[config.mk]
export PLATFORM = sky130hd
export DESIGN_NAME = ir_queue
export DESIGN_NICKNAME = d
export VERILOG_FILES = /design/src/rtl/ir_queue.sv
export SDC_FILE = /design/constraint.sdc
export NUM_CORES = 1
export LEC_CHECK = 0
export CAP_MARGIN = 20
export CELL_PAD_IN_SITES_DETAIL_PLACEMENT = 0
export CELL_PAD_IN_SITES_GLOBAL_PLACEMENT = 1
export CORE_UTILIZATION = 44
export DETAILED_ROUTE_END_ITERATION = 8
export PLACE_DENSITY_LB_ADDON = 0.1
export SLEW_MARGIN = 20
export SYNTH_ARGS = -nofsm -noshare
export SYNTH_HDL_FRONTEND = slang
export SYNTH_SLANG_ARGS = --single-unit
[constraint.sdc]
create_clock -name clk -period 6.4 [get_ports clk]
set_input_delay 1.92 -clock clk [delete_from_list [all_inputs] [get_ports clk]]
set_output_delay 1.92 -clock clk [all_outputs]
set_load 0.02 [all_outputs]
[src/rtl/ir_queue.sv]
// ir_queue: instruction holding queue between the instruction-memory read port
// and control/decode. A circular FIFO of DEPTH {instr, pc} entries. The head is
// presented pre-split into MIPS fields with a legality flag. An optional
// empty-queue bypass shows a pushed word at the head in the same cycle.
//
// Ports
//   clk            rising-edge clock
//   reset_n_i      asynchronous active-low reset
//   flush_i        discard all entries (branch/jump redirect); beats push/pop
//   push_valid_i   fetch presents push_instr_i / push_pc_i
//   push_ready_o   queue accepts a push this cycle
//   pop_i          consumer takes the head entry this cycle
//   head_valid_o   head entry present
//   head_instr_o   head instruction word (0 when no head)
//   head_pc_o      head PC (0 when no head)
//   opcode_o .. target_o   head split into MIPS fields (0 when no head)
//   illegal_o      head is valid but not a supported instruction
//   count_o        stored entries; a bypassed word is not counted
module ir_queue #(
  parameter int unsigned DEPTH    = 4,
  parameter bit          BYPASS   = 1'b1,
  parameter bit          POP_THRU = 1'b1,
  localparam int unsigned CW      = $clog2(DEPTH + 1)
) (
  input  logic          clk,
  input  logic          reset_n_i,
  input  logic          flush_i,
  input  logic          push_valid_i,
  output logic          push_ready_o,
  input  logic [31:0]   push_instr_i,
  input  logic [31:0]   push_pc_i,
  input  logic          pop_i,
  output logic          head_valid_o,
  output logic [31:0]   head_instr_o,
  output logic [31:0]   head_pc_o,
  output logic [5:0]    opcode_o,
  output logic [4:0]    rs_o,
  output logic [4:0]    rt_o,
  output logic [4:0]    rd_o,
  output logic [4:0]    shift_o,
  output logic [5:0]    funct_o,
  output logic [15:0]   imm_o,
  output logic [25:0]   target_o,
  output logic          illegal_o,
  output logic [CW-1:0] count_o
);

  localparam int unsigned AW = $clog2(DEPTH);

  typedef struct packed {
    logic [31:0] instr;
    logic [31:0] pc;
  } entry_t;

  typedef enum logic [1:0] {
    OCC_EMPTY,
    OCC_PARTIAL,
    OCC_FULL
  } occ_e;

  entry_t        mem [DEPTH];
  logic [AW-1:0] rd_ptr_q;
  logic [AW-1:0] wr_ptr_q;
  logic [CW-1:0] count_q;

  occ_e          occ_c;
  logic          bypass_c;
  logic          push_acc_c;
  logic          pop_acc_c;
  logic          store_c;
  logic          pop_mem_c;
  entry_t        head_c;
  entry_t        shown_c;

  // Supported-instruction decode on the raw head word.
  function automatic logic is_legal(input logic [31:0] w);
    logic [5:0] op;
    logic [5:0] fn;
    logic [4:0] rt;
    logic       ok;
    op = w[31:26];
    fn = w[5:0];
    rt = w[20:16];
    ok = 1'b0;
    case (op) inside
      6'h00: begin
        case (fn) inside
          6'h00, 6'h02, 6'h03, 6'h04, 6'h06, 6'h07,
          6'h08, 6'h09, 6'h0C, 6'h0D,
          [6'h10:6'h13], [6'h18:6'h1B], [6'h20:6'h27],
          6'h2A, 6'h2B: ok = 1'b1;
          default:      ok = 1'b0;
        endcase
      end
      // REGIMM: only BLTZ/BGEZ/BLTZAL/BGEZAL
      6'h01: ok = (rt inside {5'h00, 5'h01, 5'h10, 5'h11});
      [6'h02:6'h0F],
      [6'h20:6'h26],
      6'h28, 6'h29, 6'h2A, 6'h2B, 6'h2E: ok = 1'b1;
      default: ok = 1'b0;
    endcase
    return ok;
  endfunction

  // Occupancy class derived from the stored count.
  always_comb begin
    occ_c = OCC_PARTIAL;
    if (count_q == '0)                occ_c = OCC_EMPTY;
    else if (count_q == CW'(DEPTH))   occ_c = OCC_FULL;
  end

  // Handshake, head selection and pointer/count enables.
  always_comb begin
    bypass_c     = BYPASS && (occ_c == OCC_EMPTY);
    push_ready_o = !flush_i &&
                   ((occ_c != OCC_FULL) || (POP_THRU && pop_i));
    head_c       = mem[rd_ptr_q];
    head_valid_o = 1'b0;
    if (bypass_c) begin
      head_c       = '{instr: push_instr_i, pc: push_pc_i};
      head_valid_o = reset_n_i && push_valid_i && !flush_i;
    end else begin
      head_valid_o = reset_n_i && (occ_c != OCC_EMPTY) && !flush_i;
    end
    push_acc_c = push_valid_i && push_ready_o;
    pop_acc_c  = pop_i && head_valid_o;
    // A bypassed word that is popped in the same cycle is never written.
    store_c    = push_acc_c && !(bypass_c && pop_acc_c);
    pop_mem_c  = pop_acc_c && !bypass_c;
  end

  // Field split; everything reads zero when there is no head.
  always_comb begin
    shown_c      = head_valid_o ? head_c : '0;
    head_instr_o = shown_c.instr;
    head_pc_o    = shown_c.pc;
    opcode_o     = shown_c.instr[31:26];
    rs_o         = shown_c.instr[25:21];
    rt_o         = shown_c.instr[20:16];
    rd_o         = shown_c.instr[15:11];
    shift_o      = shown_c.instr[10:6];
    funct_o      = shown_c.instr[5:0];
    imm_o        = shown_c.instr[15:0];
    target_o     = shown_c.instr[25:0];
    illegal_o    = head_valid_o && !is_legal(shown_c.instr);
  end

  assign count_o = count_q;

  // Pointers and count; flush returns to an empty, rewound queue.
  always_ff @(posedge clk or negedge reset_n_i) begin
    if (!reset_n_i) begin
      rd_ptr_q <= '0;
      wr_ptr_q <= '0;
      count_q  <= '0;
    end else if (flush_i) begin
      rd_ptr_q <= '0;
      wr_ptr_q <= '0;
      count_q  <= '0;
    end else begin
      if (store_c)   wr_ptr_q <= wr_ptr_q + AW'(1);
      if (pop_mem_c) rd_ptr_q <= rd_ptr_q + AW'(1);
      count_q <= count_q + CW'(store_c) - CW'(pop_mem_c);
    end
  end

  // Storage array; contents are don't-care after reset.
  always_ff @(posedge clk) begin
    if (store_c) mem[wr_ptr_q] <= '{instr: push_instr_i, pc: push_pc_i};
  end

endmodule
==> Yosys cells after proc, flatten, opt, wreduce, memory -nomap -nowiden <==
Memory sizes are Yosys's and may differ from the RTL's.
Cells that the tools add are included.
{ "word_totals": {"register_bits": 7, "latch_bits": 0, "ram_bits": 256, "mem_bits_ro": 0, "wordCells": 88, "mem_count": 1} }
{ "memory_table": {"columns": ["memory", "depth", "word_bits", "rd", "rd_clocked_by_memory_dff", "wr", "line_no", "rtl"], "rows": [
  ["mem", 4, 64, 1, 0, 1, "61", "entry_t mem [DEPTH];"]
]} }
{ "op_classes": {"n_addsub": 4, "n_mul": 0, "div": 0, "magnitude_cmp": 10, "n_eq_ne": 22, "shift": 0, "muxes": 16, "bitwise": 0, "reduce_logical": 32} }
{ "op_table": {"columns": ["op", "n"], "rows": [
  ["64-bit two-way mux", 2],
  ["6-bit == test (second input constant)", 7],
  ["6-bit by 4-bit == test with 1-bit output (second input constant)", 4],
  ["6-bit by 3-bit == test with 1-bit output (second input constant)", 3],
  ["1-bit logical AND", 16],
  ["15-bit OR reduction", 1],
  ["6-bit by 2-bit == test with 1-bit output (second input constant)", 2],
  ["6-bit by 5-bit >= comparator with 1-bit output (second input constant)", 2],
  ["6-bit >= comparator (second input constant)", 2],
  ["6-bit by 5-bit <= comparator with 1-bit output (second input constant)", 2],
  ["6-bit <= comparator (second input constant)", 2],
  ["6-bit logical NOT", 2],
  ["2-bit two-way mux", 6],
  ["5-bit == test (second input constant)", 2],
  ["1-bit two-way mux", 7],
  ["7-bit OR reduction", 1],
  ["6-bit by 1-bit == test with 1-bit output (second input constant)", 1],
  ["6-bit by 2-bit >= comparator with 1-bit output (second input constant)", 1],
  ["6-bit by 4-bit <= comparator with 1-bit output (second input constant)", 1],
  ["2-bit nonzero test", 3],
  ["5-bit by 1-bit == test with 1-bit output (second input constant)", 1],
  ["5-bit logical NOT", 1],
  ["2-bit by 1-bit adder with 2-bit output (second input constant)", 2],
  ["1-bit logical NOT", 4],
  ["other kinds (9)", 9]
]} }

==> Longest topological paths before layout <==
Gate-level depths: netlist of the first run.
{ "depth": {"depth_word": 16, "mapped_depth": 14, "depth_no_buf": 13} }

==> Worst setup path after synthesis of the first run <==
OpenSTA, ideal clock, no wires.
{ "synth_path": {"kind": "input -> register", "from": "input flush_i", "to": "memory mem[0][0] in the netlist's numbering (enable)", "setup_ns": 0.487, "arrival_ns": 5.597, "required_ns": 5.913, "slack_ns": 0.317, "stages": 7, "path_buffers": 1, "path_cell_list": "clkbuf_1 > nor2b_1 > o21ai_4 > inv_1 > nand2_2 > o211ai_4 > nor2_1"} }
{ "synth_between": {"elab_chain_len": 9} }
{ "synth_lines": {"columns": ["item", "line_no", "rtl"], "rows": [
  ["start: declaration", "27", "input logic flush_i,"],
  ["1-bit logical NOT *", "121, 123", null],
  ["1-bit logical AND, on equally long branches", "123, 121", null],
  ["1-bit two-way mux *", "119", "if (bypass_c) begin"],
  ["net head_valid_o", "33", "output logic head_valid_o,"],
  ["1-bit logical AND *", "126", "pop_acc_c = pop_i && head_valid_o;"],
  ["1-bit logical AND *", "128", "store_c = push_acc_c && !(bypass_c && pop_acc_c);"],
  ["1-bit logical NOT *", "128", null],
  ["1-bit logical AND *", "128", null],
  ["1-bit two-way mux *", "169", "if (store_c) mem[wr_ptr_q] <= '{instr: push_instr_i, pc: push_pc_i};"],
  ["1-bit two-way mux (implied by the code) *", "169", null],
  ["end: declaration", "61", null]
]} }
Mark *: on every way through the listed nets, which the timed path passes. The rest lies on a longest branch.

==> Final worst setup path of the first run <==
{ "layout_path": {"from": "input reset_n_i", "to": "output illegal_o"} }
{ "layout_between": {"elab_chain_len": 12} }
{ "layout_lines": {"columns": ["item", "line_no", "rtl"], "rows": [
  ["start: declaration", "26", "input logic reset_n_i,"],
  ["1-bit logical AND, on equally long branches (2 in series)", "123, 121", null],
  ["1-bit two-way mux *", "119", null],
  ["64-bit two-way mux", "134", "shown_c = head_valid_o ? head_c : '0;"],
  ["6-bit by 2-bit >= comparator with 1-bit output (implied by the code), or another cell as far along", "145", "illegal_o = head_valid_o && !is_legal(shown_c.instr);"],
  ["1-bit logical AND (implied by the code)", "145", null],
  ["7-bit OR reduction", "85", "case (op) inside"],
  ["1-bit two-way mux (3 in series)", "85", null],
  ["1-bit logical NOT", "145", null],
  ["1-bit logical AND *", "145", null],
  ["end: declaration", "44", "output logic illegal_o,"]
]} }
Mark *: on every way between the ends. The rest lies on a longest branch, timed or not.

==> results of run 1 <==
## state kept, by name, indices dropped and copies added (netlist names)
name,count
mem,256
count_o,3
rd_ptr_q,2
wr_ptr_q,2
## layer usage
layer | GRT usage | share of wire | routed length (µm)
met1 | 0.247 | 0.43 | 10500
met2 | 0.321 | 0.50 | 11900
met3 | 0.0312 | 0.053 | 1270
met4 | 0.0429 | 0.016 | 388
met5 | 0 | 0.00046 | 11
## worst reg2reg max path, stage by stage, from the launching register on
cell and delay [ns]:
dfrtp_1 0.48, or3_2 0.82, o21ai_4 0.47, inv_1 0.15
buf_4 0.18, nand2_2 0.10, o211ai_4 0.18, ha_1 0.36
inv_1 0.06, ha_1 0.12, inv_1 0.05, fa_1 0.39
xor2_1 0.16, xnor2_1 0.14, nor2_1 0.05
## cell type report
class,count,area [µm²],area share
Inverter,10,37.5,0.00262
Tap cell,330,413,0.0288
Sequential cell,263,7870,0.549
Clock buffer,33,741,0.0517
Multi-Input combinational cell,301,2700,0.189
Timing Repair Buffer,241,2360,0.165
Clock inverter,19,193,0.0135
## where the power goes
group          total (µW)  switching, µW  leakage [µW]  internal [µW]
Clock                1620            634      0.000456            983
Sequential           1980           24.0       0.00241           1950
Combinational         900            534       0.00182            366
## logic make-up after synthesis
kind of cell               after synthesis  synth area share
buffers and inverters                  119            0.0688
xor gates and xnor gates                 5           0.00387
AOI/OAI and AO/OA                       71            0.0362
muxes                                   69             0.133
adders and majority gates                7           0.00841
and+or+nand+nor                        149            0.0539
DFF                                    263             0.695
## layout by cell type (no fill, tap or decap), drive strengths merged, types with 3 or more instances in the layout
cell type / instances
edfxtp: 256
clkdlybuf4s50: 212
nand2: 123
mux4: 64
a21oi: 61
clkbuf: 33
buf: 29
nor2: 14
clkinv: 13
inv: 10
dfrtp: 7
ha: 6
bufinv: 4
nor4b: 3
mux2i: 3
xnor2: 3
o21ai: 3
## final timing paths
check	from	endpoint	slack [ns]	cells after the start
worst max register to register	count_o[1]	count_o[2]	2.57	14
max in group asynchronous	reset_n_i	rd_ptr_q[0]	4.55	2
min in group asynchronous	reset_n_i	rd_ptr_q[1]	1.71	2
worst min-delay path	wr_ptr_q[1]	wr_ptr_q[1]	0.62	2
worst min register to register	wr_ptr_q[1]	wr_ptr_q[1]	0.62	2
worst max-delay path	reset_n_i	illegal_o	0.14	8
## synth_stat cells, drive strengths merged, types with 2 or more instances
cell type | number | area share
xor2 | 2 | 0.0015
a21o | 2 | 0.0013
nor2 | 14 | 0.0046
a21oi | 61 | 0.028
nand2 | 123 | 0.041
clkbuf | 21 | 0.0070
ha | 6 | 0.0066
dfrtp | 7 | 0.015
inv | 10 | 0.0033
a211oi | 2 | 0.0013
o21ai | 3 | 0.0023
nor4b | 3 | 0.0023
mux4 | 64 | 0.13
nor2b | 2 | 0.0011
edfxtp | 256 | 0.68
mux2 | 2 | 0.0020
xnor2 | 3 | 0.0023
buf | 88 | 0.059
mux2i | 3 | 0.0027
## per-stage QoR
stage	cells	total power [µW]	hold WS [ns]	setup WS, ns	utilization
floorplan	683	2580	0.542	0.317	-
global placement	1144	2920	0.571	0.0868	0.531
detailed placement	1144	2920	0.604	0.0663	0.531
CTS	1196	4540	0.618	0.0441	0.568
global route	1197	4670	0.684	0.00135	0.569
finish	1197	4490	0.619	0.137	0.569
## timing repair
action / CTS / global route
setup endpoints to repair: 0 / 1
resized for setup: 0 / 0
buffers inserted: 0 / 1
==> metrics.txt, run 1 <==
post-route antenna net violation count 0; root buf cell clkbuf_16; Hold Path Class flop to flop; CTS buffer count 28; initial antenna violation count 1; instance area at placement around 13000 µm²; total die area 26300 µm²; Hold Fails Final Rpt 0; Reg clk slew, reported paths 0.06 ns; critical path buffer and inverter count 2; flops & latches, synth 263; Detailed Routing Iterations Pass 1 4; Synth-to-Final Area Change 26.7%; EDFF count, synth roughly 260; Rows slightly below 60; All-Layer GR Usage 0.186; relative slew slack 0.298; Max FO, Critical Path 12; synthesis warning total 0; ant diodes 0; Tcrit/Tclk final 0.979; Slew Viols, Final 0; DR WL/cell 20.1 µm; drt drc 0; Final Net Count 921; clk_lat worst skew between 0.5 and 0.6 ns; Highest Clock Rate roughly 0.16 GHz; Setup-failing EPs final 0; startpoint types input pin; Max clock buf depth 3; Initial DRC Count around 340; WP data required between 4 and 5 ns; Setup TNS Final 0 ns; Leak between 0.004 and 0.005 µW; global-route wire length before repair approximately 37000 µm; slowest cell delay on critical path approximately 0.55 ns; Die Ht 162 µm; Starting Density 0.449; final std cell area, no fill between 10000 and 15000 µm²; worst slew pin tran around 1.0 ns; clk_skew between 0.01 and 0.015 ns; vias in the first global route ~6500; largest net degree at the start of global routing 44; RSZ-0062 raised after global routing no; clock sinks 263; final WL 24000 µm; CTS tree built; Mapped Nets between 700 and 800; Filler cells slightly below 2000; synthesized area between 10000 and 15000 µm²; syn avg cell area between 15 and 20 µm²; Syn Inst Count between 600 and 700; hold buffer count at CTS 0; Setup crit end kind output port; status complete, no violations; crit path DAT between 4 and 5 ns; async set-reset flop share out of synthesis 0.0266; hpwl dp 14900 µm; I/O pin total between 200 and 250; Crit path max-delay family buffers and inverters; Yosys cell types 37; via density per instance ~5.3; Post-synth top flop edfxtp_1; gr ovfl total 0; die width 162 µm; Crit Path Category input pin to output port; Core Footprint ~25000 µm²; register area share after synthesis 0.695; IR drop worst, VDD 0.000332 V; routability cong. ~0.77; Pwr Density between 300 and 400 nW/µm²; Tmin final around 6.3 ns; slowest CP cell clkdlybuf4s50_1; vias after detailed routing 6305; Max-cap violations 0; share of cells above drive strength 1 0.171; H-tree levels 1; most frequent CP cell clkdlybuf4s50_1; critical path, cell by cell clkdlybuf4s50_1 -> nor2b_1 -> o21ai_4 -> a21oi_2 -> mux2_2 -> a31oi_1 -> o21ai_1 -> clkdlybuf4s50_1; # port buffers between 200 and 250
Note: power is estimated with default switching activity, not from simulation.
==> run 2: changes to the inputs <==
--- a/config.mk
+++ b/config.mk
@@ -9,6 +9,7 @@
 export CELL_PAD_IN_SITES_DETAIL_PLACEMENT = 0
 export CELL_PAD_IN_SITES_GLOBAL_PLACEMENT = 1
 export CORE_UTILIZATION = 44
+export CTS_CLUSTER_SIZE = 12
 export DETAILED_ROUTE_END_ITERATION = 8
 export PLACE_DENSITY_LB_ADDON = 0.1
 export SLEW_MARGIN = 20
==> metrics.txt, run 2 (synthesized netlist as in run 1, its figures left out) <==
status complete, no violations (unchanged); clk_lat worst skew 0.53 ns (about the same); most frequent CP cell clkdlybuf4s50_1 (unchanged); reg2reg setup slack 2.57 ns (about the same); vias in the first global route 6461 (was 6491); max reg flops 256 (unchanged); Slew Viols, Final 0 (unchanged); critical path, cell by cell clkdlybuf4s50_1 -> nor2b_1 -> o21ai_4 -> a21oi_1 -> inv_1 -> o41ai_1 -> o21ai_1 -> clkdlybuf4s50_1 (was clkdlybuf4s50_1 -> nor2b_1 -> o21ai_4 -> a21oi_2 -> mux2_2 -> a31oi_1 -> o21ai_1 -> clkdlybuf4s50_1); DR WL/cell 20.0 µm (was 20.1 µm); Crit Path Category input pin to output port (unchanged); Hold Fails Final Rpt 0 (unchanged); Pwr Density 305 nW/µm² (was 314 nW/µm²); gr ovfl total 0 (unchanged); CTS tree built (unchanged); end of the critical path illegal_o (unchanged); Initial DRC Count 350 (was 335); Crit path max-delay family buffers and inverters (unchanged); Fin Hold WS 0.617 ns (was 0.619 ns); ant diodes 0 (unchanged); Die Ht 162 µm (unchanged); worst r2r src count_o[1] (unchanged); FF/Latch Area 7870 µm² (unchanged); post-route antenna net violation count 0 (unchanged); Crit. Startpoint reset_n_i (unchanged); worst slew pin tran 1.05 ns (about the same); final WL 23900 µm (was 24000 µm); Detailed Routing Iterations Pass 1 4 (unchanged); Final Power 4340 µW (was 4490 µW); hpwl dp 14900 µm (unchanged); root buf cell clkbuf_16 (unchanged); Max clock buf depth 3 (unchanged); Core Footprint 25200 µm² (unchanged); Setup TNS Final 0 ns (unchanged); All-Layer GR Usage 0.186 (about the same); slowest cell delay on critical path 0.55 ns (about the same); capturing point of the worst reg2reg path count_o[2] (unchanged); die width 162 µm (unchanged); CTS buffer count 28 (unchanged); drt drc 0 (unchanged); Highest Clock Rate 0.160 GHz (about the same); area of the multi-input gates 2700 µm² (unchanged); Hold Path Class flop to flop (unchanged); I/O pin total 213 (unchanged); RSZ-0062 raised after global routing no (unchanged); clock sinks 263 (unchanged); Setup-failing EPs final 0 (unchanged); Setup crit end kind output port (unchanged); IR drop worst, VDD 0.000186 V (was 0.000332 V); Max-cap violations 0 (unchanged); H-tree levels 1 (unchanged); Reg with most FFs mem (unchanged); relative slew slack 0.297 (was 0.298); share of cells above drive strength 1 0.163 (was 0.171); largest net degree at the start of global routing 44 (unchanged); Rows 58 (unchanged); R2R depth 14 (unchanged); slowest CP cell clkdlybuf4s50_1 (unchanged); hold buffer count at CTS 0 (unchanged); total die area 26300 µm² (unchanged); WP data required 4.48 ns (about the same); # port buffers 212 (unchanged); Synth-to-Final Area Change 25.7% (was 26.7%); critical path buffer and inverter count 3 (was 2); initial antenna violation count 1 (unchanged); routability cong. 0.766 (unchanged); most frequent cells in the layout edfxtp_1, clkdlybuf4s50_1, nand2_1, mux4_2, a21oi_1 (unchanged); clk_skew 0.0107 ns (was 0.0145 ns); CTS-repair resized insts 0 (unchanged); Post-CTS Setup Bufs 0 (unchanged); global-route wire length before repair 37200 µm (was 37300 µm); Tmin final 6.27 ns (was 6.26 ns); Max FO, Critical Path 12 (unchanged); Leak 0.00464 µW (was 0.00469 µW); commonest non-fill, non-tap cell in the layout edfxtp_1 (unchanged); Final Net Count 921 (unchanged); startpoint types input pin (unchanged); via density per instance 5.26 (was 5.27); Reg clk slew, reported paths 0.06 ns (about the same); Starting Density 0.449 (unchanged); Tcrit/Tclk final 0.979 (about the same); vias after detailed routing 6276 (was 6305); Levels on crit path 8 (unchanged); crit path DAT 4.35 ns (was 4.34 ns); Filler cells 1961 (was 1957)
run 2: cell types whose count changed in the layout (fill, tap and decap cells not counted):
| cell | before | now |
|---|---|---|
| bufinv_16 | 4 | 1 |
| clkinv_1 | 6 | 5 |
| clkinv_2 | 7 | 5 |
| clkinvlp_4 | 2 | 0 |
| clkbuf_1 | 4 | 8 |
run 2: per-stage QoR:
step                 util  cells  setup WS (ns)  cell area [µm²]
global route        0.565   1193        0.00187            14200
global placement    0.531   1144         0.0868            13400
floorplan               -    683          0.317            11300
detailed placement  0.531   1144         0.0663            13400
finish              0.565   1193          0.135            14200
CTS                 0.564   1192         0.0441            14200
run 2: how the worst min path moves through the flow:
stage | end | from | slack (ns) | cells past startpoint
2_1_floorplan | wr_ptr_q[1] | wr_ptr_q[1] | 0.54 | 2
3_3_place_gp | wr_ptr_q[1] | wr_ptr_q[1] | 0.57 | 2
3_5_place_dp | wr_ptr_q[1] | wr_ptr_q[1] | 0.60 | 2
4_1_cts | wr_ptr_q[1] | wr_ptr_q[1] | 0.62 | 2
5_1_grt | wr_ptr_q[1] | wr_ptr_q[1] | 0.68 | 2
6_report | wr_ptr_q[1] | wr_ptr_q[1] | 0.62 | 2
run 2: worst min-delay path, cell delays in order (launching register included):
cell and delay, ns:
dfrtp_1 0.40, mux2i_1 0.10, nor2_1 0.08
run 2: cell type report:
type	instances	area share
repair buffers	241	0.166
multi-input cells	301	0.190
well taps	330	0.0290
inverters	10	0.00264
flip-flops and latches	263	0.554
clock buffers	37	0.0532
clock inverters	11	0.00519
run 2: power breakdown:
part,internal (µW),total (µW),switching [µW],leakage [µW]
logic,366,901,535,0.00182
clock network,859,1460,605,0.000408
registers,1950,1980,23.8,0.00241
run 2: per-layer routing:
metal  global-route usage  vias to the layer above  share of wire
met1                0.247                     3208           0.43
met3               0.0337                       29          0.055
met5                    0                        -        0.00046
met4               0.0395                        2          0.013
met2                0.320                      197           0.50
li1                     -                     2840              -
==> run 3: changes to the inputs <==
--- a/config.mk
+++ b/config.mk
@@ -12,7 +12,7 @@
 export CTS_CLUSTER_SIZE = 12
 export DETAILED_ROUTE_END_ITERATION = 8
 export PLACE_DENSITY_LB_ADDON = 0.1
-export SLEW_MARGIN = 20
+export SLEW_MARGIN = 0
 export SYNTH_ARGS = -nofsm -noshare
 export SYNTH_HDL_FRONTEND = slang
 export SYNTH_SLANG_ARGS = --single-unit
==> results of run 3 <==
No change in the layout: final DEF, timing and power equal those of run 2.
